File: src/rtl/fe_frame_arbiter.sv
// -----------------------------------------------------------------------------
// fe_frame_arbiter
//
// Purpose
//   Shares a single Fe frame-sender between NREQ requesters. A round-robin
//   arbiter picks one owner, drives the sender's Fe input (fe_start), counts
//   one fe_ack rising edge per bit up to BITS_PER_FRAME, waits for a
//   fe_senack rising edge, pulses done to the owner and releases the sender.
//
// Parameters
//   NREQ            number of requesters (2..8)
//   BITS_PER_FRAME  fe_ack rising edges per frame (1..15)
//   TIMEOUT         cycles allowed between handshake events (watchdog build)
//
// Ports
//   clk        in   1     single clock, rising edge
//   reset      in   1     synchronous, active-high
//   req        in   NREQ  level request per client
//   gnt        out  NREQ  one-hot owner of the Fe unit, 0 when idle
//   done       out  NREQ  one-cycle pulse to the owner at frame end
//   fe_start   out  1     Fe input of the sender
//   fe_ack     in   1     per-bit ack from the sender (rising edge counts)
//   fe_senack  in   1     frame-complete from the sender (rising edge counts)
//   bit_cnt    out  4     ack edges counted in the current frame
//   busy       out  1     high in every state except IDLE
//   err        out  1     sticky watchdog flag (constant 0 without watchdog)
//   state_dbg  out  3     current FSM state (0 IDLE, 1 GRANT, 2 SEND,
//                         3 WAIT_SEN, 4 DONE)
//
// Build option
//   FE_ARB_TIMEOUT_EN  adds a watchdog that aborts a stalled frame, sets err
//                      and releases the sender without a done pulse.
//
// Client handshake
//   A client raises req and holds it until it sees its done bit. gnt shows
//   the current owner from the cycle after the request is taken until the
//   DONE cycle; done[owner] is high for exactly that one DONE cycle. Dropping
//   req while owning the sender does not abort the frame.
// -----------------------------------------------------------------------------
module fe_frame_arbiter #(
  parameter int NREQ           = 4,
  parameter int BITS_PER_FRAME = 4,
  parameter int TIMEOUT        = 255
) (
  input  logic            clk,
  input  logic            reset,
  input  logic [NREQ-1:0] req,
  output logic [NREQ-1:0] gnt,
  output logic [NREQ-1:0] done,
  output logic            fe_start,
  input  logic            fe_ack,
  input  logic            fe_senack,
  output logic [3:0]      bit_cnt,
  output logic            busy,
  output logic            err,
  output logic [2:0]      state_dbg
);

  localparam int          PW  = (NREQ > 1) ? $clog2(NREQ) : 1;
  localparam logic [3:0]  BPF = 4'(BITS_PER_FRAME);

  typedef enum logic [2:0] {
    S_IDLE     = 3'd0,
    S_GRANT    = 3'd1,
    S_SEND     = 3'd2,
    S_WAIT_SEN = 3'd3,
    S_DONE     = 3'd4
  } state_t;

  state_t            state, state_n;
  logic [PW-1:0]     rr, rr_n;
  logic [PW-1:0]     owner, owner_n;
  logic [PW-1:0]     owner_inc;
  logic [NREQ-1:0]   gnt_n, done_n;
  logic [NREQ-1:0]   owner_hot;
  logic              fe_start_n;
  logic [3:0]        bit_cnt_n;
  logic [3:0]        bit_cnt_inc;
  logic              err_n;

  logic              ack_q, sen_q;
  logic              ack_rise, sen_rise;
  logic              timeout_hit;

  logic [NREQ-1:0]   req_rot;
  logic [PW:0]       win_sum;
  logic [PW-1:0]     win;
  logic              win_vld;

  // ---------------------------------------------------------------------------
  // Edge detection on the sender's handshake lines (runs in every state)
  // ---------------------------------------------------------------------------
  assign ack_rise = fe_ack & ~ack_q;
  assign sen_rise = fe_senack & ~sen_q;

  always_ff @(posedge clk) begin
    if (reset) begin
      ack_q <= 1'b0;
      sen_q <= 1'b0;
    end else begin
      ack_q <= fe_ack;
      sen_q <= fe_senack;
    end
  end

  // ---------------------------------------------------------------------------
  // Round-robin pick: rotate req so the rr pointer sits at bit 0, take the
  // lowest set bit, then rotate the index back (mod NREQ).
  // ---------------------------------------------------------------------------
  assign req_rot = NREQ'({req, req} >> rr);

  always_comb begin
    win_vld = 1'b0;
    win_sum = '0;
    win     = '0;
    // Descending scan so the lowest set bit is the one left standing.
    for (int i = NREQ - 1; i >= 0; i--) begin
      if (req_rot[i]) begin
        win_vld = 1'b1;
        win_sum = {1'b0, rr} + (PW+1)'(i);
      end
    end
    if (win_sum >= (PW+1)'(NREQ)) begin
      win = PW'(win_sum - (PW+1)'(NREQ));
    end else begin
      win = PW'(win_sum);
    end
  end

  assign owner_inc   = (owner == PW'(NREQ - 1)) ? '0 : owner + 1'b1;
  assign owner_hot   = {{(NREQ-1){1'b0}}, 1'b1} << owner;
  assign bit_cnt_inc = bit_cnt + 4'd1;

  // ---------------------------------------------------------------------------
  // Optional watchdog
  // ---------------------------------------------------------------------------
`ifdef FE_ARB_TIMEOUT_EN
  localparam logic [15:0] TO_LIMIT = 16'(TIMEOUT);

  logic [15:0] wd_cnt;

  // Cleared whenever the FSM changes state or the sender shows progress;
  // saturates so a long IDLE period cannot wrap it.
  always_ff @(posedge clk) begin
    if (reset) begin
      wd_cnt <= '0;
    end else if ((state_n != state) || ack_rise || sen_rise) begin
      wd_cnt <= '0;
    end else if (wd_cnt != 16'hffff) begin
      wd_cnt <= wd_cnt + 16'd1;
    end
  end

  assign timeout_hit = ((state == S_SEND) || (state == S_WAIT_SEN)) &&
                       (wd_cnt >= TO_LIMIT) && !ack_rise && !sen_rise;
`else
  logic unused_timeout;
  assign unused_timeout = ^32'(TIMEOUT);
  assign timeout_hit    = 1'b0;
`endif

  // ---------------------------------------------------------------------------
  // FSM: state and registered outputs
  // ---------------------------------------------------------------------------
  always_ff @(posedge clk) begin
    if (reset) begin
      state    <= S_IDLE;
      rr       <= '0;
      owner    <= '0;
      gnt      <= '0;
      done     <= '0;
      fe_start <= 1'b0;
      bit_cnt  <= '0;
      err      <= 1'b0;
    end else begin
      state    <= state_n;
      rr       <= rr_n;
      owner    <= owner_n;
      gnt      <= gnt_n;
      done     <= done_n;
      fe_start <= fe_start_n;
      bit_cnt  <= bit_cnt_n;
      err      <= err_n;
    end
  end

  // Outputs are computed for the state being entered, so gnt/fe_start/done
  // line up with the state they belong to without extra decode.
  always_comb begin
    state_n    = state;
    rr_n       = rr;
    owner_n    = owner;
    gnt_n      = gnt;
    done_n     = '0;
    fe_start_n = fe_start;
    bit_cnt_n  = bit_cnt;
    err_n      = err;

    case (state)
      S_IDLE: begin
        if (win_vld) begin
          state_n = S_GRANT;
          owner_n = win;
          gnt_n   = {{(NREQ-1){1'b0}}, 1'b1} << win;
        end
      end

      S_GRANT: begin
        state_n    = S_SEND;
        fe_start_n = 1'b1;
        bit_cnt_n  = '0;
      end

      S_SEND: begin
        if (timeout_hit) begin
          state_n    = S_DONE;
          fe_start_n = 1'b0;
          gnt_n      = '0;
          rr_n       = owner_inc;
          err_n      = 1'b1;
        end else if (ack_rise) begin
          // sen_rise is deliberately not looked at here.
          bit_cnt_n = bit_cnt_inc;
          if (bit_cnt_inc == BPF) begin
            state_n = S_WAIT_SEN;
          end
        end
      end

      S_WAIT_SEN: begin
        // Further ack edges are ignored; bit_cnt stays at its final value.
        if (timeout_hit) begin
          state_n    = S_DONE;
          fe_start_n = 1'b0;
          gnt_n      = '0;
          rr_n       = owner_inc;
          err_n      = 1'b1;
        end else if (sen_rise) begin
          state_n    = S_DONE;
          done_n     = owner_hot;
          fe_start_n = 1'b0;
          gnt_n      = '0;
          rr_n       = owner_inc;
        end
      end

      S_DONE: begin
        state_n = S_IDLE;
      end

      default: begin
        state_n    = S_IDLE;
        gnt_n      = '0;
        fe_start_n = 1'b0;
      end
    endcase
  end

  assign busy      = (state != S_IDLE);
  assign state_dbg = state;

endmodule
File: config.mk
export PLATFORM = sky130hd
export DESIGN_NAME = fe_frame_arbiter
export DESIGN_NICKNAME = d
export VERILOG_FILES = /design/src/rtl/fe_frame_arbiter.sv
export SDC_FILE = /design/constraint.sdc
export NUM_CORES = 1
export LEC_CHECK = 0
export BUFFER_PORTS_ARGS = -buffer_cell sky130_fd_sc_hd__buf_2
export CAP_MARGIN = 20
export CORE_ASPECT_RATIO = 2
export CORE_MARGIN = 1.5
export CORE_UTILIZATION = 30
export CTS_CLUSTER_SIZE = 20
export DETAILED_ROUTE_END_ITERATION = 10
export GPL_TIMING_DRIVEN = 0
export PLACE_DENSITY = 0.48
export SETUP_SLACK_MARGIN = 0.4
export SLEW_MARGIN = 25
export SYNTH_ARGS = -nofsm -noshare
export SYNTH_HDL_FRONTEND = slang
export SYNTH_SLANG_ARGS = --single-unit
File: constraint.sdc
create_clock -name clk -period 2.3 [get_ports clk]
set_input_delay 0.46 -clock clk [delete_from_list [all_inputs] [get_ports clk]]
set_output_delay 0.46 -clock clk [all_outputs]
set_load 0.01 [all_outputs]
==> results of run 1 <==
-- path summary, 6_finish.rpt --
check | from | endpoint | depth (start not counted)
worst max register to register | state_dbg[1] | bit_cnt[3] | 4
worst min register to register | gnt[3] | gnt[3] | 2
worst min-delay path | fe_senack | sen_q | 2
worst max-delay path | state_dbg[0] | busy | 3
-- synthesized netlist by cell type (all sizes together) --
cell type | number | area [µm²]
a2111oi | 1 | 8.760
a211oi | 2 | 15.01
a21o | 1 | 7.510
a21oi | 10 | 50.05
a31oi | 1 | 6.260
and2 | 1 | 6.260
and3 | 2 | 12.51
and3b | 1 | 8.760
buf | 2 | 12.51
clkbuf | 2 | 7.510
conb | 1 | 3.750
dfxtp | 22 | 440.4
ha | 2 | 25.02
inv | 2 | 7.510
mux2i | 1 | 10.01
nand2 | 11 | 41.29
nand2b | 3 | 18.77
nand3 | 4 | 20.02
nand3b | 1 | 11.26
nor2 | 12 | 45.04
nor2b | 6 | 37.54
nor3 | 3 | 15.01
nor3b | 1 | 7.510
nor4 | 4 | 37.53
nor4b | 1 | 8.760
o21ai | 8 | 40.04
o32a | 1 | 10.01
or2b | 1 | 7.510
or3 | 3 | 23.77
or3b | 1 | 8.760
-- per-layer routing --
metal | up-vias | GRT usage [%] | part of all wire (%)
met3 | 5 | 1.948 | 2.5
met5 | - | 0 | 0
met2 | 17 | 28.18 | 56
met4 | 0 | 6.563 | 1.8
li1 | 443 | - | -
met1 | 383 | 13.68 | 39
-- layout by cell type, fill, tap and decap left out, drive strengths merged, types with 4 or more instances in the layout --
master,n
buf,26
dfxtp,22
nor2,12
nand2,11
a21oi,10
o21ai,8
nor2b,6
clkbuf,6
nand3,4
nor4,4
-- registers in the layout, indices dropped and copies added, names as in the netlist --
signal     cells
bit_cnt        4
gnt            4
sen_q          1
ack_q          1
fe_start       1
rr             2
owner          2
done           4
state_dbg      3
-- cell families (layout without fill, tap and decap cells) --
| logic type | Yosys count | after routing |
|---|---|---|
| compound gates | 24 | 24 |
| fa+ha+maj | 2 | 2 |
| buf+inv | 6 | 34 |
| flops | 22 | 22 |
| mux | 1 | 1 |
| other cells | 1 | 1 |
| simple gates | 55 | 55 |
-- final cells by class --
type,count,area share [%]
multi-input combinational,83,41.69
sequential,22,37.73
timing repair buffer,24,10.29
clock buffer,4,4.716
tap,30,3.215
buffer,4,1.715
inverter,2,0.6431
-- report_power, final --
group          switching [mW]  internal (mW)  leakage (nW)
Sequential             0.0171          0.401         0.179
Combinational          0.0786         0.0579         0.308
Clock                   0.124          0.153        0.0288
Total                   0.220          0.612         0.516
==> flow_summary_export.csv, run 1 <==
group,metric,value,unit
place,buffer_ports.inserted,24,
job,maxCapViolations,0,
cts,clkTransAtPathRegs,0.08,ns
timing,setup_tns,0,ns
synthesis,yosys.area_share.simple,32.50,%
synthesis,yosysUniqueCellTypes,33,
global_routing,grt_max_degree,13,
timing,setup_ws,0.5254,ns
drt,wl_per_cell,13.09,µm
power,power_density,712.5,nW/µm²
cells_and_area,antenna_cells,0,
worst_setup_path,path_buf_inv,2,
floorplanning,die_x,42.89,µm
timing,period_share,77.16,%
place,dp_cells,165,
worst_setup_path,cp_max_fo,10,
timing,fmax,563.5,MHz
synthesis,synthMuxAreaShare,1.048,%
timing,final-setup-viol-count,0,
worst_setup_path,crit_slowest_cell,"or3_1",
worst_setup_path,reg2reg_slack,0.68,ns
worst_setup_path,slowest_delay,0.41,ns
worst_setup_path,end_kind,"primary output",
worst_setup_path,crit_family,"simple AND/OR/NAND/NOR gates",
power,power.leakage,0.5165,nW
synthesis,ys_seq_area_share,46.13,%
cts,clockRootBuffer,"clkbuf_8",
worst_setup_path,path_class,"reg -> out",
drt,antenna_left,0,
cells_and_area,final_layout_size_suffix_gt1_share,25.18,%
cts,cts_sinks,22,
floorplanning,core-area,2978,µm²
cells_and_area,finalNonFillerCells,169,
floorplanning,die_y,82.78,µm
timing,maxSlewViolCount,0,
floorplanning,num_io_pins,26,
global_routing,grt_usage,14.15,%
cells_and_area,fin_util,39.20,%
place,dpl.hpwl,1765,µm
timing,grt_setup_unrepaired,"no",
global_routing,antenna_found_initial,0,
synthesis,synth_area,954.7,µm²
worst_setup_path,crit_path_start_kind,"register",
synthesis,synth_compound_area_share,14.42,%
cells_and_area,final_area,1167,µm²
place,dpl_worst_slack,0.3572,ns
timing,fin_crit,1.775,ns
global_routing,grt.overflow.total,0,
cts,cts_setup_buffers,0,
power,ir_drop,0.4334,mV
place,place_congestion,0.7568,
synthesis,synthAdderAreaFrac,2.621,%
timing,holdWs,0.4159,ns
cells_and_area,fillers,313,
cts,clk_path_buf_depth,2,
timing,slew_headroom,63.75,%
cts,numCtsBuffers,3,
drt,firstDrtPassIters,4,
outcome,status,"completed",
cts,cts_resized,0,
cts,cts_tree,"built",
synthesis,synth.avg_cell_area,8.601,µm²
timing,finClkSkew,0.004496,ns
synthesis,syn_inst,111,
hold_path,hold_class,"in -> reg",
timing,worstMarginPinSlew,0.5397,ns
power,total_power,0.8318,mW
global_routing,grt_pass1_vias,868,
drt,drt_iter0_drc,12,
synthesis,synth_top_family_by_area,"simple AND/OR/NAND/NOR gates",
place,dpl-instance-area,1112,µm²
cts,ctsHoldBuffers,0,
worst_setup_path,crit_top_cell,"buf_2",
cts,h-tree-depth,1,
synthesis,synth_fp_nets,121,
worst_setup_path,worstPathCellList,"buf_2 > or3_1 > buf_2",
drt,vias,848,
drt,drt-total-wl,2212,µm
cells_and_area,syn2layout_area_growth,22.28,%
synthesis,ys_ff_latch,22,
cells_and_area,nNetsFinal,150,
cts,clk_latency,0.26,ns
floorplanning,dieArea,3550,µm²
worst_setup_path,arrival,1.31,ns
worst_setup_path,worstPathRequired,1.84,ns
floorplanning,initial_core_util,32.06,%
floorplanning,rows,28,
cells_and_area,regArea,440.4,µm²
timing,hold_viol,0,
drt,vias_per_cell,5.018,
global_routing,grt_pass1_wl,3753,µm
drt,drc,0,
cells_and_area,multi_input_area,486.7,µm²
synthesis,synthXorXnorAreaFrac,0,%
synthesis,yosysWarnings,0,
No activity file was read; power rests on OpenSTA's default activity.
==> run 2: changes to the inputs <==
- PLACE_DENSITY: 0.48 -> 0.49
- clock period: 2.3 -> 1.55 ns (I/O delays scaled with it)
==> run 2 against run 1 <==
Sequential power up 51%. Critical path depth unchanged. Highest routed layer unchanged. Combinational power up 140%.
==> flow_summary_export.csv, run 2 (synthesis gave the netlist of run 1 again) <==
group,metric,value,unit
outcome,status,"completed",
place,dpl.hpwl,1754,µm
timing,final-setup-viol-count,0,
timing,period_share,95.78,%
timing,finClkSkew,0.005817,ns
worst_setup_path,end_kind,"primary output",
cts,numCtsBuffers,3,
cts,clk_path_buf_depth,2,
timing,fin_crit,1.485,ns
drt,antenna_left,0,
drt,wl_met2,1468,µm
floorplanning,core-area,2978,µm²
worst_setup_path,crit_top_cell,"buf_6",
cells_and_area,final_cell_mix,"buf_2 (23), dfxtp_1 (16), nand2_1 (11)",
timing,fmax,673.6,MHz
drt,drt-total-wl,2502,µm
cts,cts_sinks,22,
cts,cts_tree,"built",
floorplanning,rows,28,
worst_setup_path,rr_worst_depth,5,
worst_setup_path,slowest_delay,0.34,ns
timing,holdWs,0.2875,ns
timing,setup_tns,0,ns
drt,drc,0,
worst_setup_path,path_class,"reg -> out",
drt,vias,903,
cells_and_area,final_common_cell,"buf_2",
worst_setup_path,r2r-end,"bit_cnt[3]",
cells_and_area,syn2layout_area_growth,47.44,%
drt,firstDrtPassIters,4,
worst_setup_path,path_buf_inv,2,
place,buffer_ports.inserted,24,
floorplanning,num_io_pins,26,
worst_setup_path,crit_path_start_kind,"register",
global_routing,grt_pass1_wl,4105,µm
worst_setup_path,arrival,1.17,ns
power,power.leakage,0.6190,nW
timing,slew_headroom,61.85,%
worst_setup_path,worstPathRequired,1.24,ns
floorplanning,initial_core_util,32.06,%
floorplanning,dieArea,3550,µm²
worst_setup_path,crit_start,"state_dbg[0]",
drt,wl_per_cell,14.14,µm
cts,clockRootBuffer,"clkbuf_8",
floorplanning,die_y,82.78,µm
cells_and_area,reg_top3,"bit_cnt x4, done x4, gnt x4",
timing,worstMarginPinSlew,0.5722,ns
global_routing,grt_usage,15.62,%
cts,ctsHoldBuffers,0,
global_routing,grt.overflow.total,0,
drt,highest_layer,"met4",
global_routing,antenna_found_initial,0,
floorplanning,die_x,42.89,µm
drt,drt_iter0_drc,15,
timing,maxSlewViolCount,0,
power,ir_drop,0.6591,mV
cts,h-tree-depth,1,
worst_setup_path,cp_max_fo,3,
worst_setup_path,worstPathCellList,"buf_6 > or3_4 > buf_6",
worst_setup_path,endpoint,"busy",
worst_setup_path,cp.depth,3,
place,place_congestion,0.7721,
worst_setup_path,reg2reg_slack,0.07,ns
worst_setup_path,crit_family,"simple AND/OR/NAND/NOR gates",
worst_setup_path,reg2reg_from,"state_dbg[0]",
drt,vias_per_cell,5.102,
timing,grt_setup_unrepaired,"yes",
global_routing,grt_pass1_vias,898,
global_routing,grt_max_degree,14,
cells_and_area,final_layout_size_suffix_gt1_share,46.26,%
drt,met1Wirelength,900,µm
cts,clk_latency,0.26,ns
timing,hold_viol,0,
cts,clkTransAtPathRegs,0.08,ns
cells_and_area,nNetsFinal,158,
job,maxCapViolations,0,
power,total_power,1.429,mW
drt,met3_wirelength,76,µm
worst_setup_path,crit_slowest_cell,"or3_4",
hold_path,hold_class,"in -> reg",
cells_and_area,antenna_cells,0,
power,power_density,1015,nW/µm²
[run 2: report_power, final]
group / leakage [nW] / total, mW / switching (mW) / internal, mW
Combinational: 0.403 / 0.325 / 0.163 / 0.163
Sequential: 0.182 / 0.630 / 0.0321 / 0.598
Clock: 0.0339 / 0.474 / 0.193 / 0.280
[run 2: worst min path at each step]
stage	cells past startpoint	slack (ns)	endpoint	from
floorplan	1	0.38	ack_q	reset
global placement	2	0.43	gnt[0]	gnt[0]
detailed placement	2	0.44	gnt[0]	gnt[0]
CTS	2	0.29	sen_q	fe_senack
global route	2	0.29	sen_q	fe_senack
finish	2	0.29	sen_q	fe_senack
[run 2: cell type report]
type                    count  area (µm²)
multi-input cells          83       621.8
flip-flops and latches     22       450.4
well taps                  30       37.54
fillers                   314        1570
plain buffers               4       30.03
clock buffers               4       66.31
inverters                   2       7.507
repair buffers             32       193.9
[run 2: layer usage]
metal  GRT usage, %  up-vias
met1          14.63      420
li1               -      459
met4          9.688        0
met2          30.30       20
met5              0        -
met3          2.381        4
[run 2: repair_timing]
item                                    in CTS  in global routing
buffers inserted                             4                  4
resized for setup                           13                 22
endpoints found under the setup margin      19                 25
pin swaps                                    3                 10
[run 2: metrics by stage]
step / instances / utilization, % / worst slack (ns) / instance area [µm²]
6_report: 177 / 47.27 / 0.06541 / 1408
5_1_grt: 177 / 47.27 / 0.005496 / 1408
4_1_cts: 173 / 44.62 / 0.03570 / 1329
3_5_place_dp: 165 / 39.54 / -0.08514 / 1177
3_3_place_gp: 165 / 39.54 / -0.02874 / 1177
2_1_floorplan: 111 / - / 0.2182 / 1020
==> run 3: changes to the inputs <==
- MAX_ROUTING_LAYER: default -> met4
==> run 3 against run 2 <==
Flip-flop and latch count unchanged. Via count up 0.22%. Combinational power about the same. Cell count unchanged. Clock skew down 0.0012 ns. Clock power down 1%. Utilization about the same.
==> flow_summary_export.csv, run 3 (synthesis gave the netlist of run 1 again) <==
group,metric,value,unit
hold_path,holdPathStages,2,
cells_and_area,antenna_cells,0,
power,seqPwrFrac,44.3,%
timing,fmax,674.6,MHz
hold_path,hold_class,"in -> reg",
worst_setup_path,crit_path_start_kind,"register",
worst_setup_path,crit_start,"state_dbg[0]",
place,dpl-instance-area,1177,µm²
cts,clk_latency,0.26,ns
worst_setup_path,end_kind,"primary output",
timing,hold_viol,0,
global_routing,grt_pass1_wl,4091,µm
worst_setup_path,cp_max_fo,3,
timing,fin_crit,1.482,ns
drt,antenna_left,0,
timing,setup_tns,0,ns
cts,clkTransAtPathRegs,0.08,ns
global_routing,grt_pass1_vias,899,
timing,grt_setup_unrepaired,"yes",
drt,drt-total-wl,2494,µm
worst_setup_path,arrival,1.17,ns
cells_and_area,syn2layout_area_growth,47.31,%
cts,clk_path_buf_depth,2,
floorplanning,rows,28,
power,power.leakage,0.6185,nW
cells_and_area,final_layout_size_suffix_gt1_share,45.58,%
worst_setup_path,worstPathRequired,1.24,ns
timing,period_share,95.63,%
power,comb_power_share,22.9,%
worst_setup_path,rr_worst_depth,4,
power,switching_share,26.89,%
worst_setup_path,path_class,"reg -> out",
cts,h-tree-depth,1,
floorplanning,die_x,42.89,µm
drt,vias_per_cell,5.113,
timing,finClkSkew,0.004617,ns
power,power_switching,0.3828,mW
cells_and_area,final_area,1406,µm²
place,dpl_worst_slack,-0.08514,ns
drt,drc,0,
cells_and_area,final_common_cell,"buf_2",
place,place_congestion,0.7826,
power,power_density,1012,nW/µm²
drt,firstDrtPassIters,4,
timing,final-setup-viol-count,0,
global_routing,grt.overflow.total,0,
cells_and_area,nNetsFinal,158,
cells_and_area,reg_top3,"bit_cnt x4, done x4, gnt x4",
timing,slew_headroom,61.42,%
floorplanning,num_io_pins,26,
worst_setup_path,endpoint,"busy",
floorplanning,core-area,2978,µm²
cts,clockRootBuffer,"clkbuf_8",
outcome,status,"completed",
global_routing,grt_max_degree,14,
cts,cts_tree,"built",
timing,worstMarginPinSlew,0.5787,ns
floorplanning,dieArea,3550,µm²
worst_setup_path,reg2reg_from,"state_dbg[1]",
cells_and_area,final_cell_mix,"buf_2 (23), dfxtp_1 (17), nand2_1 (11)",
timing,maxSlewViolCount,0,
drt,vias,905,
power,ir_drop,0.6500,mV
power,intPower,1.041,mW
drt,wl_per_cell,14.09,µm
floorplanning,die_y,82.78,µm
global_routing,antenna_found_initial,0,
floorplanning,initial_core_util,32.06,%
drt,drt_iter0_drc,5,
global_routing,grt_usage,16.00,%
cts,numCtsBuffers,3,
timing,setup_ws,0.06769,ns
power,total_power,1.424,mW
place,buffer_ports.inserted,24,
job,maxCapViolations,0,
worst_setup_path,r2r-end,"bit_cnt[3]",
cts,cts_sinks,22,
cells_and_area,fillers,314,
power,pwr-share-clk,32.9,%
worst_setup_path,reg2reg_slack,0.08,ns
cts,ctsHoldBuffers,0,
place,dpl.hpwl,1754,µm
-- run 3: cell counts in the layout (fill, tap and decap cells not counted) --
No cell type changed its count.
-- run 3: metal layers --
layer | track usage, % | vias up | part of all wire [%]
li1 | - | 458 | -
met1 | 14.50 | 423 | 36
met2 | 30.30 | 20 | 59
met3 | 2.381 | 4 | 3.0
met4 | 9.688 | 0 | 2.3
met5 | - | - | 0
-- run 3: what timing repair did --
action                     in CTS  in global routing
resized for setup              13                 21
buffers inserted                4                  4
setup endpoints to repair      19                 24
pin swaps                       3                 10
-- run 3: stage by stage --
stage / util [%] / cells / hold WS, ns
2_1_floorplan: - / 111 / 0.3816
3_3_place_gp: 39.54 / 165 / 0.4302
3_5_place_dp: 39.54 / 165 / 0.4384
4_1_cts: 44.62 / 173 / 0.2888
5_1_grt: 47.23 / 177 / 0.2921
6_report: 47.23 / 177 / 0.2885
-- run 3: worst min-delay path by stage --
stage / startpoint / to / slack, ns
final: fe_senack / sen_q / 0.29
after global routing: fe_senack / sen_q / 0.29
after CTS: fe_senack / sen_q / 0.29
after detailed placement: gnt[0] / gnt[0] / 0.44
after global placement: gnt[0] / gnt[0] / 0.43
after floorplan: reset / ack_q / 0.38
-- run 3: layout make-up --
class | instances | area (µm²) | area share [%]
Multi-Input combinational cell | 83 | 621.8 | 44.22
Sequential cell | 22 | 449.2 | 31.94
Timing Repair Buffer | 32 | 193.9 | 13.79
Clock buffer | 4 | 66.31 | 4.715
Tap cell | 30 | 37.54 | 2.669
Buffer | 4 | 30.03 | 2.135
Inverter | 2 | 7.507 | 0.5338
-- run 3: critical path: stages (launching register included) --
cell     delay [ns]
dfxtp_2        0.33
buf_6          0.12
or3_4          0.34
buf_6          0.13
-- run 3: power by group through the flow --
stage / combinational, mW / sequential, mW / clock, mW
floorplan: 0.157 / 0.646 / 0
global placement: 0.243 / 0.639 / 0
detailed placement: 0.246 / 0.640 / 0
CTS: 0.295 / 0.630 / 0.480
global route: 0.357 / 0.636 / 0.504
finish: 0.326 / 0.630 / 0.468
